## src/rtl/pipeline_hazard_ctrl.sv

```systemverilog
// rtl/pipeline_hazard_ctrl.sv - stall/flush controller for the 5-stage pipeline
module pipeline_hazard_ctrl #(
  parameter int DIV_CYCLES = 32,
  parameter int CNT_W      = 8
) (
  input  logic        clk,
  input  logic        rst_n,
  input  logic [4:0]  id_rs,
  input  logic [4:0]  id_rt,
  input  logic        id_use_rs,
  input  logic        id_use_rt,
  input  logic        id_is_jump,
  input  logic        id_is_div,
  input  logic        ex_mem_read,
  input  logic [4:0]  ex_waddr,
  input  logic        ex_branch_taken,
  output logic        pc_en,
  output logic        if_id_en,
  output logic        if_id_flush,
  output logic        id_ex_en,
  output logic        id_ex_flush,
  output logic        ex_mem_bubble,
  output logic        div_active,
  output logic [31:0] stall_cycles
);

  typedef enum logic {IDLE, BUSY} state_t;

  // Issue cycle counts as the first EX cycle, so BUSY lasts DIV_CYCLES-1 cycles.
  localparam logic [CNT_W-1:0] CNT_LOAD = CNT_W'((DIV_CYCLES > 1) ? DIV_CYCLES - 2 : 0);
  localparam bit               MULTI    = (DIV_CYCLES > 1);

  state_t           state, state_nxt;
  logic [CNT_W-1:0] cnt, cnt_nxt;
  logic             load_use;

  assign load_use = ex_mem_read && (ex_waddr != 5'd0) &&
                    ((id_use_rs && (id_rs == ex_waddr)) ||
                     (id_use_rt && (id_rt == ex_waddr)));

  always_comb begin
    state_nxt     = state;
    cnt_nxt       = cnt;
    pc_en         = 1'b1;
    if_id_en      = 1'b1;
    if_id_flush   = 1'b0;
    id_ex_en      = 1'b1;
    id_ex_flush   = 1'b0;
    ex_mem_bubble = 1'b0;
    div_active    = 1'b0;
    case (state)
      IDLE: begin
        if (ex_branch_taken) begin
          if_id_flush = 1'b1;
          id_ex_flush = 1'b1;
        end else if (load_use) begin
          pc_en       = 1'b0;
          if_id_en    = 1'b0;
          id_ex_flush = 1'b1;
        end else begin
          if (id_is_jump) if_id_flush = 1'b1;
          if (id_is_div && MULTI) begin
            state_nxt = BUSY;
            cnt_nxt   = CNT_LOAD;
          end
        end
      end
      BUSY: begin
        pc_en         = 1'b0;
        if_id_en      = 1'b0;
        id_ex_en      = 1'b0;
        ex_mem_bubble = 1'b1;
        div_active    = 1'b1;
        if (cnt == '0) state_nxt = IDLE;
        else           cnt_nxt   = cnt - 1'b1;
      end
      default: state_nxt = IDLE;
    endcase
    // Hold the whole pipeline frozen while reset is asserted.
    if (!rst_n) begin
      pc_en         = 1'b0;
      if_id_en      = 1'b0;
      if_id_flush   = 1'b0;
      id_ex_en      = 1'b0;
      id_ex_flush   = 1'b0;
      ex_mem_bubble = 1'b0;
      div_active    = 1'b0;
    end
  end

  always_ff @(posedge clk or negedge rst_n) begin
    if (!rst_n) begin
      state        <= IDLE;
      cnt          <= '0;
      stall_cycles <= '0;
    end else begin
      state <= state_nxt;
      cnt   <= cnt_nxt;
      if (!pc_en && (stall_cycles != 32'hFFFF_FFFF))
        stall_cycles <= stall_cycles + 32'd1;
    end
  end

endmodule

```

## config.mk

```make
export PLATFORM = sky130hd
export DESIGN_NAME = pipeline_hazard_ctrl
export DESIGN_NICKNAME = d
export VERILOG_FILES = /design/src/rtl/pipeline_hazard_ctrl.sv
export SDC_FILE = /design/constraint.sdc
export NUM_CORES = 1
export LEC_CHECK = 0
export BUFFER_PORTS_ARGS = -buffer_cell sky130_fd_sc_hd__buf_2
export CAP_MARGIN = 30
export CORE_MARGIN = 2
export CORE_UTILIZATION = 54
export CTS_BUF_LIST = sky130_fd_sc_hd__clkbuf_4 sky130_fd_sc_hd__clkbuf_8
export DETAILED_ROUTE_END_ITERATION = 10
export PLACE_DENSITY_LB_ADDON = 0.08
export SLEW_MARGIN = 15
export SYNTH_ARGS = -nofsm -noshare
export SYNTH_HDL_FRONTEND = slang
export SYNTH_SLANG_ARGS = --single-unit
```

## constraint.sdc

```tcl
create_clock -name clk -period 2.8 [get_ports clk]
set_input_delay 0 -clock clk [delete_from_list [all_inputs] [get_ports clk]]
set_output_delay 0 -clock clk [all_outputs]
set_load 0.05 [all_outputs]
```

## Yosys cells after proc, flatten, opt, wreduce, memory -nomap -nowiden

Cells that the tools add are included.

- Mux-type cells: 27
- Bitwise gates (word level): 1
- Add/subtract/negate cells: 2
- Equality and inequality tests: 7
- Reduce and logical (&&, ||, !) cells: 10

Operator list:

| cell | count |
|---|---|
| 32-bit by 1-bit adder with 32-bit output, second input constant | 1 |
| 8-bit 2-to-1 mux | 4 |
| 32-bit inequality test, second input constant | 1 |
| 1-bit 2-to-1 mux | 20 |
| 8-bit case mux with 2 select lines | 1 |
| 5-bit equality test | 2 |
| 8-bit zero test | 1 |
| 2-bit inequality test, second input constant | 4 |
| 8-bit by 1-bit subtractor with 8-bit output, second input constant | 1 |
| 1-bit logical AND | 5 |
| 5-bit nonzero test | 1 |
| 1-bit case mux with 2 select lines | 2 |
| 4-bit AND reduction | 1 |
| 1-bit zero test | 1 |
| 1-bit logical OR | 1 |
| 1-bit inverter | 1 |

- Word-level logic and storage cells: 50
- Input bits: 23
- Bits in registers: 41
- Output and inout port bits: 39

## Longest topological paths before layout

Gate-level depths: netlist (run 1).

- Depth in word-level cells: 10
- Mapped depth: 8
- Gate-level depth less buffers: 8

## Least setup slack after synthesis (run 1)

No wires, ideal clock.

- Path type: reg-to-reg
- Start: register stall_cycles[0]
- End: register stall_cycles[7]
- Cell stages (with the launch flop): 9
- Path buffers: 1
- Library setup time: 0.146 ns
- Arrival: 2.088 ns
- Clock period less this slack: 2.234 ns
- Slack: 0.566 ns
- Cell sequence: dfrtp_1 > ha_1 > nand2_1 > nor4_1 > nand3_1 > o211ai_2 > buf_4 > nor3_1 > xor2_1

- Cells in the longest elaborated chain, start to end: 2

Ends and longest elaborated chain:

| element | RTL line | text |
|---|---|---|
| start, declared | 24 | `output logic [31:0] stall_cycles` |
| start signal, assigned | 100 | `stall_cycles <= stall_cycles + 32'd1;` |
| branches (longest 2 deep; another with 32-bit by 1-bit adder with 32-bit output) | n/a |  |

Several ways; the timed one is not identified.
A chain may end at the register's enable or synchronous reset.

## Worst setup path in the final report (run 1)

- Start: register cnt[0]
- End: register cnt[3]

- Cells in the longest elaborated chain, start to end: 3

Ends and longest elaborated chain:

| element | RTL line | text |
|---|---|---|
| start, declared | 34 | `logic [CNT_W-1:0] cnt, cnt_nxt;` |
| start signal, assigned | 98 | `cnt <= cnt_nxt;` |
| 8-bit by 1-bit subtractor with 8-bit output / 8-bit zero test (equally long branches) | 75, 74 |  |
| 8-bit 2-to-1 mux / 2-bit inequality test (equally long branches) | n/a |  |
| 8-bit case mux with 2 select lines / 4-bit AND reduction (equally long branches) | n/a |  |

Parallel ways exist; a longest one is shown, timed or not. The select of a mux whose other input is x is not followed.

==> results.md, run 1 <==
Outcome:
- The run finished with clean final reports.

Routing:
- The pre-antenna-repair detailed-routing pass consisted of 4 iterations.
- For this run, design rule violations remaining after detail routing come to 0.
- The total number of vias is 1849.
- The detail route stage leaves a number of antenna-violating nets equal to 0.
- The final routed wire length divided by cell count is 14.2 µm.
- Dividing the detail-routed via count by the number of cells gives 5.44.
- The routed wire length is 4.84 mm.
- The count of routing violations after the opening detailed-route iteration is 81.

STA:
- The post-route clock skew is 0.00978 ns.
- Setup repair after global routing left no endpoint under its margin.
- For the pin with the worst max-slew slack, the measured transition is 0.589 ns.
- The count of endpoints failing setup in the final report is 0.
- The fmax is 429 MHz.
- The relative max-transition margin is 0.606.
- Setup slack closes at 0.468 ns.
- The final count of pins violating max slew is 0.
- The tightest hold path in the finished design has a slack of 0.0543 ns.
- Of the available clock period, the critical path in the final layout requires 0.833.
- After routing, the total negative slack on setup checks comes to 0 ns.
- The post-layout minimum cycle time is 2.33 ns.
- The number of hold violations in the final report came to 0.

Synthesis:
- After technology mapping, the gate count stands at 222.
- For this run, asynchronously set or reset flops after synthesis account for 1.00.
- The synthesized netlist occupies a cell area of 2230 µm².
- In the synthesized netlist the dominant register cell turns out to be sky130_fd_sc_hd__dfrtp_1.
- Counting flops and latches in the post-synthesis netlist gives 41.
- By count the netlist is led by sky130_fd_sc_hd__dfrtp_1, sky130_fd_sc_hd__xnor2_1, sky130_fd_sc_hd__nand2_1.
- The count of unique library cells instantiated by Yosys is 39.
- The number of synthesized flops with an enable pin is 0.
- Synthesis produced a netlist with a net count of 247.
- The synthesized area divided by synthesized cell count is 10.0 µm².
- The portion of the post-synthesis area used by sequential elements is 0.460.
- The biggest area contributor in the post-synthesis netlist is sky130_fd_sc_hd__dfrtp_1.
- The area share of the largest cell type after synthesis is 0.460.
- Yosys instantiated no cell more often than sky130_fd_sc_hd__dfrtp_1.
- Sorting the synthesized cells by area gives the leading types as sky130_fd_sc_hd__dfrtp_1, sky130_fd_sc_hd__xnor2_1, sky130_fd_sc_hd__xor2_1.
- The Yosys warning count is 0.

Clock tree:
- In this run the post-CTS setup repair buffer count came out at 0.
- The clock net in this run drives a total of 41 sinks.
- The TritonCTS buffer count is 5.
- TritonCTS built the clock tree.
- The number of gates resized after CTS was 0.
- CTS placed an instance of sky130_fd_sc_hd__clkbuf_8 at the clock tree root.
- CTS built an H-tree with a depth of 2.
- The clock passes through at most 2 buffers.
- The insertion delay of the later-clocked pin in the worst-skew pair is 0.30 ns.
- The count of hold-fix buffers inserted at cts is 1.
- The clock-pin slew on the worst setup and hold paths is 0.09 ns.

Job:
- The max-cap violation count is 0.

GRT:
- The aggregate global routing overflow is 0.
- For this run, the total global-route usage over all layers was measured as 0.219.
- The via count of the first global-routing pass came to 1682.
- The layer flagged by global routing as most heavily used is met2.
- The global-route wire length before repair is 7.52 mm.
- The met1 track demand over resource in global routing is 0.280.
- The largest net degree at the start of global routing is 43.
- The fraction of met2 tracks used by global routing is 0.351.
- The initial antenna violation count came to 0.
- The met3 routing resource usage after global routing is 0.0411.

Setup path:
- On the worst path, the slowest cell contributes a delay of 0.52 ns.
- The startpoint identified for the worst register-to-register timing path is cnt[0]$_DFFE_PN0P_.
- The critical path ends at cnt[3]$_DFFE_PN0P_.
- The slowest stage of the critical path is the sky130_fd_sc_hd__or3b_2 cell.
- The most numerous cell type found on the critical path is sky130_fd_sc_hd__inv_1.
- The critical path goes through inv_1 -> ha_1 -> or3b_2 -> o41ai_4 -> inv_1 -> or2_4 -> o221a_1.
- The launching element of the worst setup path is cnt[0]$_DFFE_PN0P_.
- The worst setup path is launched from a flip-flop.
- STA puts the critical path data arrival time at 2.53 ns.
- The element type at the critical path end is a flip-flop.
- For the worst setup path, the data required time is 3.00 ns.
- Setup slack on the worst reg-to-reg path comes out at 0.47 ns.
- The worst register-to-register path has a depth of 7.
- In this run the worst path has a maximum fanout of 6.
- The critical path is of the flip-flop to flip-flop type.
- The worst flop-to-flop path endpoint is cnt[3]$_DFFE_PN0P_.

Floorplan:
- The floorplan has 23 rows.
- The die area is 4660 µm².
- The effective utilization at floorplan is 0.558.
- From left edge to right edge, the die measures 68.3 µm.
- 62 I/O pins were placed.
- The standard cell core area is 4000 µm².
- The y dimension of the die is 68.3 µm.

Power:
- In this run the static leakage power is 0.00133 µW.
- Power comes to 1970 µW.
- The largest vdd supply drop is 968 µV.
- The ratio of total power to cell area is 731 nW/µm².

Finish:
- The net count reported at finish is 314.
- The number of cells in the finished layout apart from fillers is 340.
- The repair_antennas step left the layout with diodes totalling 0.
- The fraction of layout cells with a size suffix above 1 is 0.286.
- Relative to the synthesized area, the layout overhead comes to 20.6%.

Placement:
- Including well taps, the total number of placed cells is 331.
- The number of buffers inserted by port buffering is 61.
- Before CTS, the worst setup slack after placement is 0.492 ns.
- The wire-length estimate of the detail-placed layout is 3.55 mm.
- At the end of routability-driven placement, the weighted congestion stood at 0.755.

Worst hold path:
- The tightest min-delay check is of the primary input to flip-flop type.
report_power, final:
part	switching, µW	leakage, µW	internal [µW]
Clock	222	0.0000439	172
Combinational	487	0.000758	249
Sequential	131	0.000529	705
layer usage:
metal  up-vias  part of all wire
met5         -                 0
met4         0             0.020
met3         9             0.049
met2        49              0.46
met1       878              0.47
li1        913                 -
layout by cell type (no fill, tap or decap), drive strengths merged, types with 2 or more instances in the layout:
master	count
buf	65
dfrtp	41
xnor2	25
nand2	20
xor2	19
nand3	18
nor2	17
nor3	15
nand4	13
inv	7
nor4	7
clkbuf	5
o21ai	4
nand2b	2
a21oi	2
o211a	2
and4	2
ha	2
clkinv	2
o21a	2
or2	2
worst min path at each step:
stage               startpoint                 end  slack, ns  cells past startpoint
2_1_floorplan            rst_n  cnt[0]$_DFFE_PN0P_      -0.30                      0
3_3_place_gp             rst_n  cnt[3]$_DFFE_PN0P_       0.11                      2
3_5_place_dp             rst_n  cnt[3]$_DFFE_PN0P_       0.12                      2
4_1_cts              id_is_div  cnt[7]$_DFFE_PN0P_       0.06                      4
5_1_grt        ex_branch_taken  cnt[7]$_DFFE_PN0P_       0.07                      3
6_report             id_is_div  cnt[7]$_DFFE_PN0P_       0.05                      4
worst max-delay path, delay by kind of cell, from the launching register on:
kind            cells  cell delay, ns
buf+inv             2            0.18
fa+ha+maj           1            0.17
flops               1            0.41
simple gates        2            0.80
compound gates      2            0.67
cells by family (layout without fill, tap and decap cells):
kind of cell	after synthesis	count (layout)	share of synthesized area
adder cells (fa/ha/maj)	2	2	0.0112
buffers and inverters	13	81	0.0275
XOR/XNOR	44	44	0.173
multiplexers	1	1	0.00449
AND/OR/NAND/NOR	103	103	0.239
AO/OA/AOI/OAI	18	18	0.0853
flip-flops	41	41	0.460
through the flow:
| stage | cell area [µm²] | utilization |
|---|---|---|
| after global placement | 2590 | 0.648 |
| after detailed placement | 2590 | 0.648 |
| after CTS | 2690 | 0.673 |
| final | 2690 | 0.673 |
| after global routing | 2690 | 0.673 |
| after floorplan | 2230 | - |
registers in the layout, summed over array words and instances (netlist names):
| name | flops |
|---|---|
| state | 1 |
| stall_cycles | 32 |
| cnt | 8 |
final cells by class:
cell class	count	area, µm²
clock inverters	3	17.5
multi-input cells	168	1140
repair buffers	66	345
well taps	50	62.6
inverters	7	26.3
flip-flops and latches	41	1030
fillers	343	1310
clock buffers	5	68.8
(Power assumes the default switching activity.)
==> inputs of run 2 (changes only) <==
Settings changed: CORE_UTILIZATION 54 to 49.
Clock period 2.8 ns to 2 ns, I/O delays scaled along.
==> run 2 against run 1 <==
Compared with the run above: critical path type unchanged; first-iteration DRC count up 23%; routed wire length up 8.5%; highest routed layer unchanged; maximum frequency up 18%; via count up 7.3%.
==> results.md, run 2 (synthesis results as in run 1) <==
Outcome:
- The run finished with clean final reports.

Setup path:
- The highest fanout seen on the critical path is 3.
- The delay contributed by the slowest stage of the critical path is 0.49 ns.
- The critical path goes through inv_2 -> ha_2 -> or3b_4 -> o41ai_4 -> buf_4 -> or4b_4 -> nor3_2 -> xnor2_1 -> nor2_1.
- The worst flop-to-flop path startpoint is cnt[1]$_DFFE_PN0P_.
- In this run the critical register-to-register path is captured at cnt[7]$_DFFE_PN0P_.
- The worst register-to-register path has a depth of 9.
- The register-to-register setup slack is 0.02 ns.
- The top cell family by delay on the critical path is simple AND/OR/NAND/NOR gates.
- The data required time at the worst endpoint is 2.18 ns.
- The critical path start-end classification is flip-flop to flip-flop.
- The critical path contains buffers and inverters numbering 2 combined.
- The master of the slowest instance on the critical path is sky130_fd_sc_hd__or4b_4.
- STA classifies the critical path endpoint as a flip-flop.
- Data arrives at the worst endpoint at 2.17 ns.
- STA classifies the critical path startpoint as a flip-flop.

GRT:
- The global-route wire length before repair is 8.56 mm.
- The via count of the first global-routing pass came to 1865.
- The largest net degree at the start of global routing is 43.
- The total overflow left after global routing is 0.
- Across every metal layer, demand over resource in global routing totals 0.211.
- The initial antenna violation count is 0.

Clock tree:
- The clock-pin slew on the worst setup and hold paths is 0.08 ns.
- TritonCTS built the clock tree.
- The deepest clock path buffer count is 2.
- The clock tree root buffer cell is sky130_fd_sc_hd__clkbuf_8.
- At the later pin of the worst-skew pair, clock insertion delay measures 0.29 ns.
- The clock drives 41 sinks.
- The TritonCTS buffer count is 5.
- The H-tree was split into 2 levels.

Finish:
- The flip-flop count of the largest register after layout is 32.
- Leaving out fill and tap cells, the most frequent cell in the layout is sky130_fd_sc_hd__buf_2.
- In the final layout, the registers with the most flip-flops are stall_cycles: 32 flops, cnt: 8 flops, state: 1 flops.
- The number of diodes added for antenna fixing is 0.
- Of the cells placed in the final design, the portion with a size suffix greater than 1 is 0.476.
- The synthesis-to-layout area growth is 39.0%.
- For this run, the post-layout net count is 343.
- The top cell types in the final layout, fill and taps aside, are sky130_fd_sc_hd__buf_2, sky130_fd_sc_hd__buf_4, sky130_fd_sc_hd__xnor2_1.
- The largest register by flop count is stall_cycles.
- The count of cells in the finished layout, fillers not included, comes to 371.

Job:
- Across the run, the number of max-cap violations was 0.

Routing:
- The detail route stage leaves a number of antenna-violating nets equal to 0.
- The post-detailed-route via-to-cell ratio is 5.35.
- The count of routing violations after the opening detailed-route iteration is 100.
- The detailed-route DRC error count is 0.
- The first detailed-routing pass ran for 4 iterations.
- The final routed wire length divided by cell count is 14.2 µm.
- The total number of vias is 1984.
- The routed wire length is 5.26 mm.

Worst hold path:
- The worst hold path belongs to the class primary input to flip-flop.
- The startpoint identified for the worst hold timing path is id_is_div.
- For hold timing, the worst endpoint is cnt[1]$_DFFE_PN0P_.
- The count of cells along the worst hold path is 5.

STA:
- The post-layout minimum cycle time is 1.98 ns.
- The count of endpoints failing setup in the final report is 0.
- Measured against its own limit, the worst slew margin works out to 0.660.
- The fmax is 504 MHz.
- Setup repair after global routing could not meet its margin everywhere.
- Of the available clock period, the critical path in the final layout requires 0.992.
- The least setup slack across all paths after layout is 0.0158 ns.
- The final count of pins violating max slew is 0.
- The number of hold violations in the final report is 0.
- At the pin with the least slew margin, the transition time is 0.510 ns.
- The clock arrives with 0.0115 ns of skew.
- Final hold analysis gives a worst-case slack of 0.199 ns.

Power:
- Power spread over the standard cell area amounts to 1030 nW/µm².
- The analysis attributes to cell leakage a power of 0.00148 µW.
- The largest vdd supply drop is 574 µV.
- Overall power consumption after layout is estimated at 3210 µW.

Floorplan:
- 62 I/O pins were placed.
- The y dimension of the die is 71.5 µm.
- The effective utilization at floorplan is 0.509.
- The die area is 5110 µm².
- The core region is 4380 µm².
- The floorplan has 24 rows.
- In this run the horizontal extent of the chip is 71.5 µm.

Placement:
- At the end of routability-driven placement, the weighted congestion stood at 0.830.
- The half-perimeter wire length of the detailed placement result is 3.70 mm.
- Buffers placed on the I/O ports in this run total 61.
- OpenSTA, run right after detailed placement, puts the worst setup slack at -0.0541 ns.
- The number of instances in the placed design is 352.
run 2: changes by cell type in the layout (fill, tap and decap cells not counted), sizes merged:
cell | previous run | this run
inv | 7 | 6
clkinv | 2 | 1
buf | 65 | 93
bufinv | 0 | 1
clkbuf | 5 | 7
run 2: area by class of cell:
cell class,count,area (µm²)
clock buffer,6,76.3
tap,52,65.1
inverter,7,30.0
sequential,41,1050
clock inverter,2,35.0
fill,333,1280
timing repair buffer,95,597
multi-input combinational,168,1240
run 2: worst max path at each step:
stage	from	slack (ns)	cells past startpoint	end
after global placement	cnt[1]$_DFFE_PN0P_	0.05	7	cnt[3]$_DFFE_PN0P_
after global routing	cnt[1]$_DFFE_PN0P_	-0.07	9	cnt[7]$_DFFE_PN0P_
after floorplan	cnt[0]$_DFFE_PN0P_	-0.008	7	cnt[3]$_DFFE_PN0P_
after detailed placement	cnt[1]$_DFFE_PN0P_	-0.05	7	cnt[3]$_DFFE_PN0P_
final	cnt[1]$_DFFE_PN0P_	0.02	9	cnt[7]$_DFFE_PN0P_
after CTS	cnt[1]$_DFFE_PN0P_	-0.04	7	cnt[3]$_DFFE_PN0P_
run 2: worst register-to-register path: stages (launching register included):
cell and delay [ns]:
sky130_fd_sc_hd__dfrtp_1 0.37, sky130_fd_sc_hd__inv_2 0.04, sky130_fd_sc_hd__ha_2 0.18, sky130_fd_sc_hd__or3b_4 0.25, sky130_fd_sc_hd__o41ai_4 0.06, sky130_fd_sc_hd__buf_4 0.15, sky130_fd_sc_hd__or4b_4 0.49, sky130_fd_sc_hd__nor3_2 0.14
sky130_fd_sc_hd__xnor2_1 0.13, sky130_fd_sc_hd__nor2_1 0.05
run 2: through the flow:
| stage | util | area [µm²] | TNS (ns) |
|---|---|---|---|
| floorplan | - | 2290 | -0.00824 |
| global placement | 0.640 | 2810 | 0 |
| detailed placement | 0.640 | 2810 | -0.0799 |
| CTS | 0.675 | 2960 | -0.0414 |
| global route | 0.707 | 3100 | -0.613 |
| finish | 0.707 | 3100 | 0 |
run 2: metal layers:
metal,up-vias,track usage,share of wire
met5,-,0,0
met1,941,0.285,0.46
met2,67,0.351,0.47
met3,2,0.0464,0.066
met4,0,0.0440,0.0032
li1,974,-,-
run 2: power by group:
part | switching, µW | internal, µW | leakage, µW
clock | 293 | 384 | 0.0000586
combinational | 818 | 567 | 0.000925
sequential | 142 | 1000 | 0.000499
run 2: what timing repair did:
action | CTS | global route
hold buffers | 1 | 0
gates resized for setup | 1 | 16
hold endpoints to repair | 41 | 0
setup buffers | 4 | 5
setup endpoints to repair | 2 | 20
cloned | 0 | 1
pin swaps | 3 | 7
==> inputs of run 3 (changes only) <==
Settings changed: MAX_ROUTING_LAYER from default to met4.
==> run 3 against run 2 <==
Compared with the run above: sequential power barely moved; worst setup slack barely moved; design area did not move; die area did not move; critical endpoint unchanged.
==> results.md, run 3 (synthesis results as in run 1) <==
Placement:
- After legalization and detailed placement, the total HPWL measured 3.70 mm.
- Input and output buffers added on the ports amount to 61.
- Summing all placed instances gives a cell area of 2810 µm².
- The routability congestion estimate from global placement is 0.843.
- At the placement stage, the worst setup path has a slack of -0.0541 ns.

Floorplan:
- Measured along the y axis, the die boundary spans 71.5 µm.
- The effective utilization at floorplan is 0.509.
- The count of pins on the block boundary is 62.
- The die covers 5110 µm².
- The die width is 71.5 µm.
- The number of cell rows is 24.
- The core region is 4380 µm².

STA:
- Setup repair after global routing could not meet its margin everywhere.
- The post-route clock skew is 0.0115 ns.
- The relative max-transition margin is 0.649.
- The count of endpoints failing setup in the final report is 0.
- The number of hold violations in the final report is 0.
- The ratio of final minimum period to clock period is 0.992.
- Once routing completed, OpenROAD measured the worst setup slack at 0.0158 ns.
- On the final layout, the worst hold slack is 0.200 ns.
- The slew at the pin closest to its max-slew limit is 0.527 ns.
- For this run, the top clock speed supported by timing is 504 MHz.
- The final count of pins violating max slew came to 0.
- For the finished layout, the period the worst path requires is 1.98 ns.
- The final-layout setup total negative slack is 0 ns.

Outcome:
- The flow ran to the end, and the final reports show no timing, DRC or antenna violations.

GRT:
- The global-route wire length before repair is 8.58 mm.
- The aggregate global routing overflow is 0.
- The via count of the first global-routing pass came to 1866.
- The initial antenna violation count is 0.
- Across every metal layer, demand over resource in global routing totals 0.218.
- Entering global routing, the biggest net connects 43 pins.

Routing:
- Dividing the detail-routed via count by the number of cells gives 5.37.
- The total number of vias is 1991.
- The number of detailed-routing iterations run before antenna repair is 4.
- The count of nets left with antenna violations once routing finished came out at 0.
- In the routed design, unresolved DRC markers number 0.
- The first routing iteration left 121 violations.
- The routed design has 5.34 mm of wire.
- The final routed wire length divided by cell count is 14.4 µm.

Finish:
- The number of filler instances in the final layout is 333.
- The largest registers in the layout are stall_cycles: 32 flops, cnt: 8 flops, state: 1 flops.
- The leading cell type in the layout, fill and taps excluded is sky130_fd_sc_hd__buf_2.
- Counting flops per register, the top entry is stall_cycles.
- The number of diodes added for antenna fixing is 0.
- The net count reported at finish is 343.
- The area growth from synthesis to layout is 39.0%.
- The utilization after layout is 0.707.
- The register with the most flip-flops in the layout has 32 of them.
- The library cells used most frequently in the layout, excluding fill and tap cells, are sky130_fd_sc_hd__buf_2, sky130_fd_sc_hd__buf_4, sky130_fd_sc_hd__xnor2_1.
- The final standard cell area without fillers is 3100 µm².
- In the final layout, the share of cells above drive strength 1 is 0.476.

Setup path:
- The critical path start-end classification is flip-flop to flip-flop.
- Of all nets on the critical path, the largest fanout is 3.
- For the worst setup path, the data required time is 2.18 ns.
- The kind of start point of the critical path is a flip-flop.
- The arrival time reported for the critical path endpoint is 2.17 ns.
- The element type at the critical path end is a flip-flop.

Clock tree:
- The H-tree was split into 2 levels.
- Clock latency on the worst-skew pair, taken at its later pin, is 0.30 ns.
- TritonCTS built the clock tree.
- After clock tree synthesis, the clock-pin slew on the worst setup and hold paths is 0.08 ns.
- The TritonCTS buffer count is 5.
- The clock tree root buffer cell is sky130_fd_sc_hd__clkbuf_8.
- In this run the deepest clock path goes through 2 buffers.
- For this design, the sink count on the clock tree is 41.

Job:
- The max-cap violation count is 0.

Worst hold path:
- The worst hold path belongs to the class primary input to flip-flop.

Power:
- For this design the ratio of total power to cell area is 1030 nW/µm².
- The largest vdd supply drop is 574 µV.
- The total leakage power is 0.00148 µW.
==> run 3: worst max-delay path, stage by stage (launching register included) <==
cell and delay, ns:
sky130_fd_sc_hd__dfrtp_1 0.37, sky130_fd_sc_hd__inv_2 0.04, sky130_fd_sc_hd__ha_2 0.18, sky130_fd_sc_hd__or3b_4 0.25, sky130_fd_sc_hd__o41ai_4 0.06, sky130_fd_sc_hd__buf_4 0.15
sky130_fd_sc_hd__or4b_4 0.49, sky130_fd_sc_hd__nor3_2 0.14, sky130_fd_sc_hd__xnor2_1 0.13, sky130_fd_sc_hd__nor2_1 0.05
==> run 3: cell type report <==
type	instances	area, µm²	area share
Tap cell	52	65.1	0.0210
Clock inverter	2	35.0	0.0113
Clock buffer	6	76.3	0.0246
Sequential cell	41	1050	0.339
Multi-Input combinational cell	168	1240	0.402
Timing Repair Buffer	95	597	0.192
Inverter	7	30.0	0.00969
==> run 3: path summary, 6_finish.rpt <==
| kind | from | to | slack [ns] | depth (start not counted) |
|---|---|---|---|---|
| max in group asynchronous | rst_n | stall_cycles[21]$_DFFE_PN0P_ | 1.23 | 3 |
| worst min register to register | stall_cycles[11]$_DFFE_PN0P_ | stall_cycles[11]$_DFFE_PN0P_ | 0.49 | 1 |
| min in group asynchronous | rst_n | stall_cycles[3]$_DFFE_PN0P_ | 0.35 | 3 |
| worst max register to register | cnt[1]$_DFFE_PN0P_ | cnt[7]$_DFFE_PN0P_ | 0.02 | 9 |
| worst min-delay path | id_is_div | cnt[1]$_DFFE_PN0P_ | 0.20 | 5 |
| worst max-delay path | cnt[1]$_DFFE_PN0P_ | cnt[7]$_DFFE_PN0P_ | 0.02 | 9 |
==> run 3: where the power goes <==
| group | switching [µW] | total (µW) | internal (µW) |
|---|---|---|---|
| combinational | 819 | 1390 | 567 |
| clock | 293 | 677 | 384 |
| sequential | 142 | 1140 | 1000 |
| total | 1250 | 3210 | 1950 |
==> run 3: metrics by stage <==
stage | power [µW] | std cells
after detailed placement | 2400 | 352
after CTS | 3130 | 365
final | 3210 | 371
after global placement | 2360 | 352
after floorplan | 1980 | 222
after global routing | 3390 | 371
==> run 3: repair_timing <==
action                                  CTS  global route
hold buffers                              1             0
pin swaps                                 3             7
endpoints found under the hold margin    41             0
gates resized for setup                   1            16
endpoints found under the setup margin    2            20
buffers inserted                          4             5
gates cloned                              0             1
==> run 3: per-layer routing <==
layer	part of all wire	vias to the layer above	track usage	wire (µm)
li1	-	972	-	-
met1	0.46	949	0.286	2470
met2	0.47	65	0.351	2500
met3	0.060	5	0.0464	321
met4	0.0079	0	0.0440	42
met5	0	-	-	0
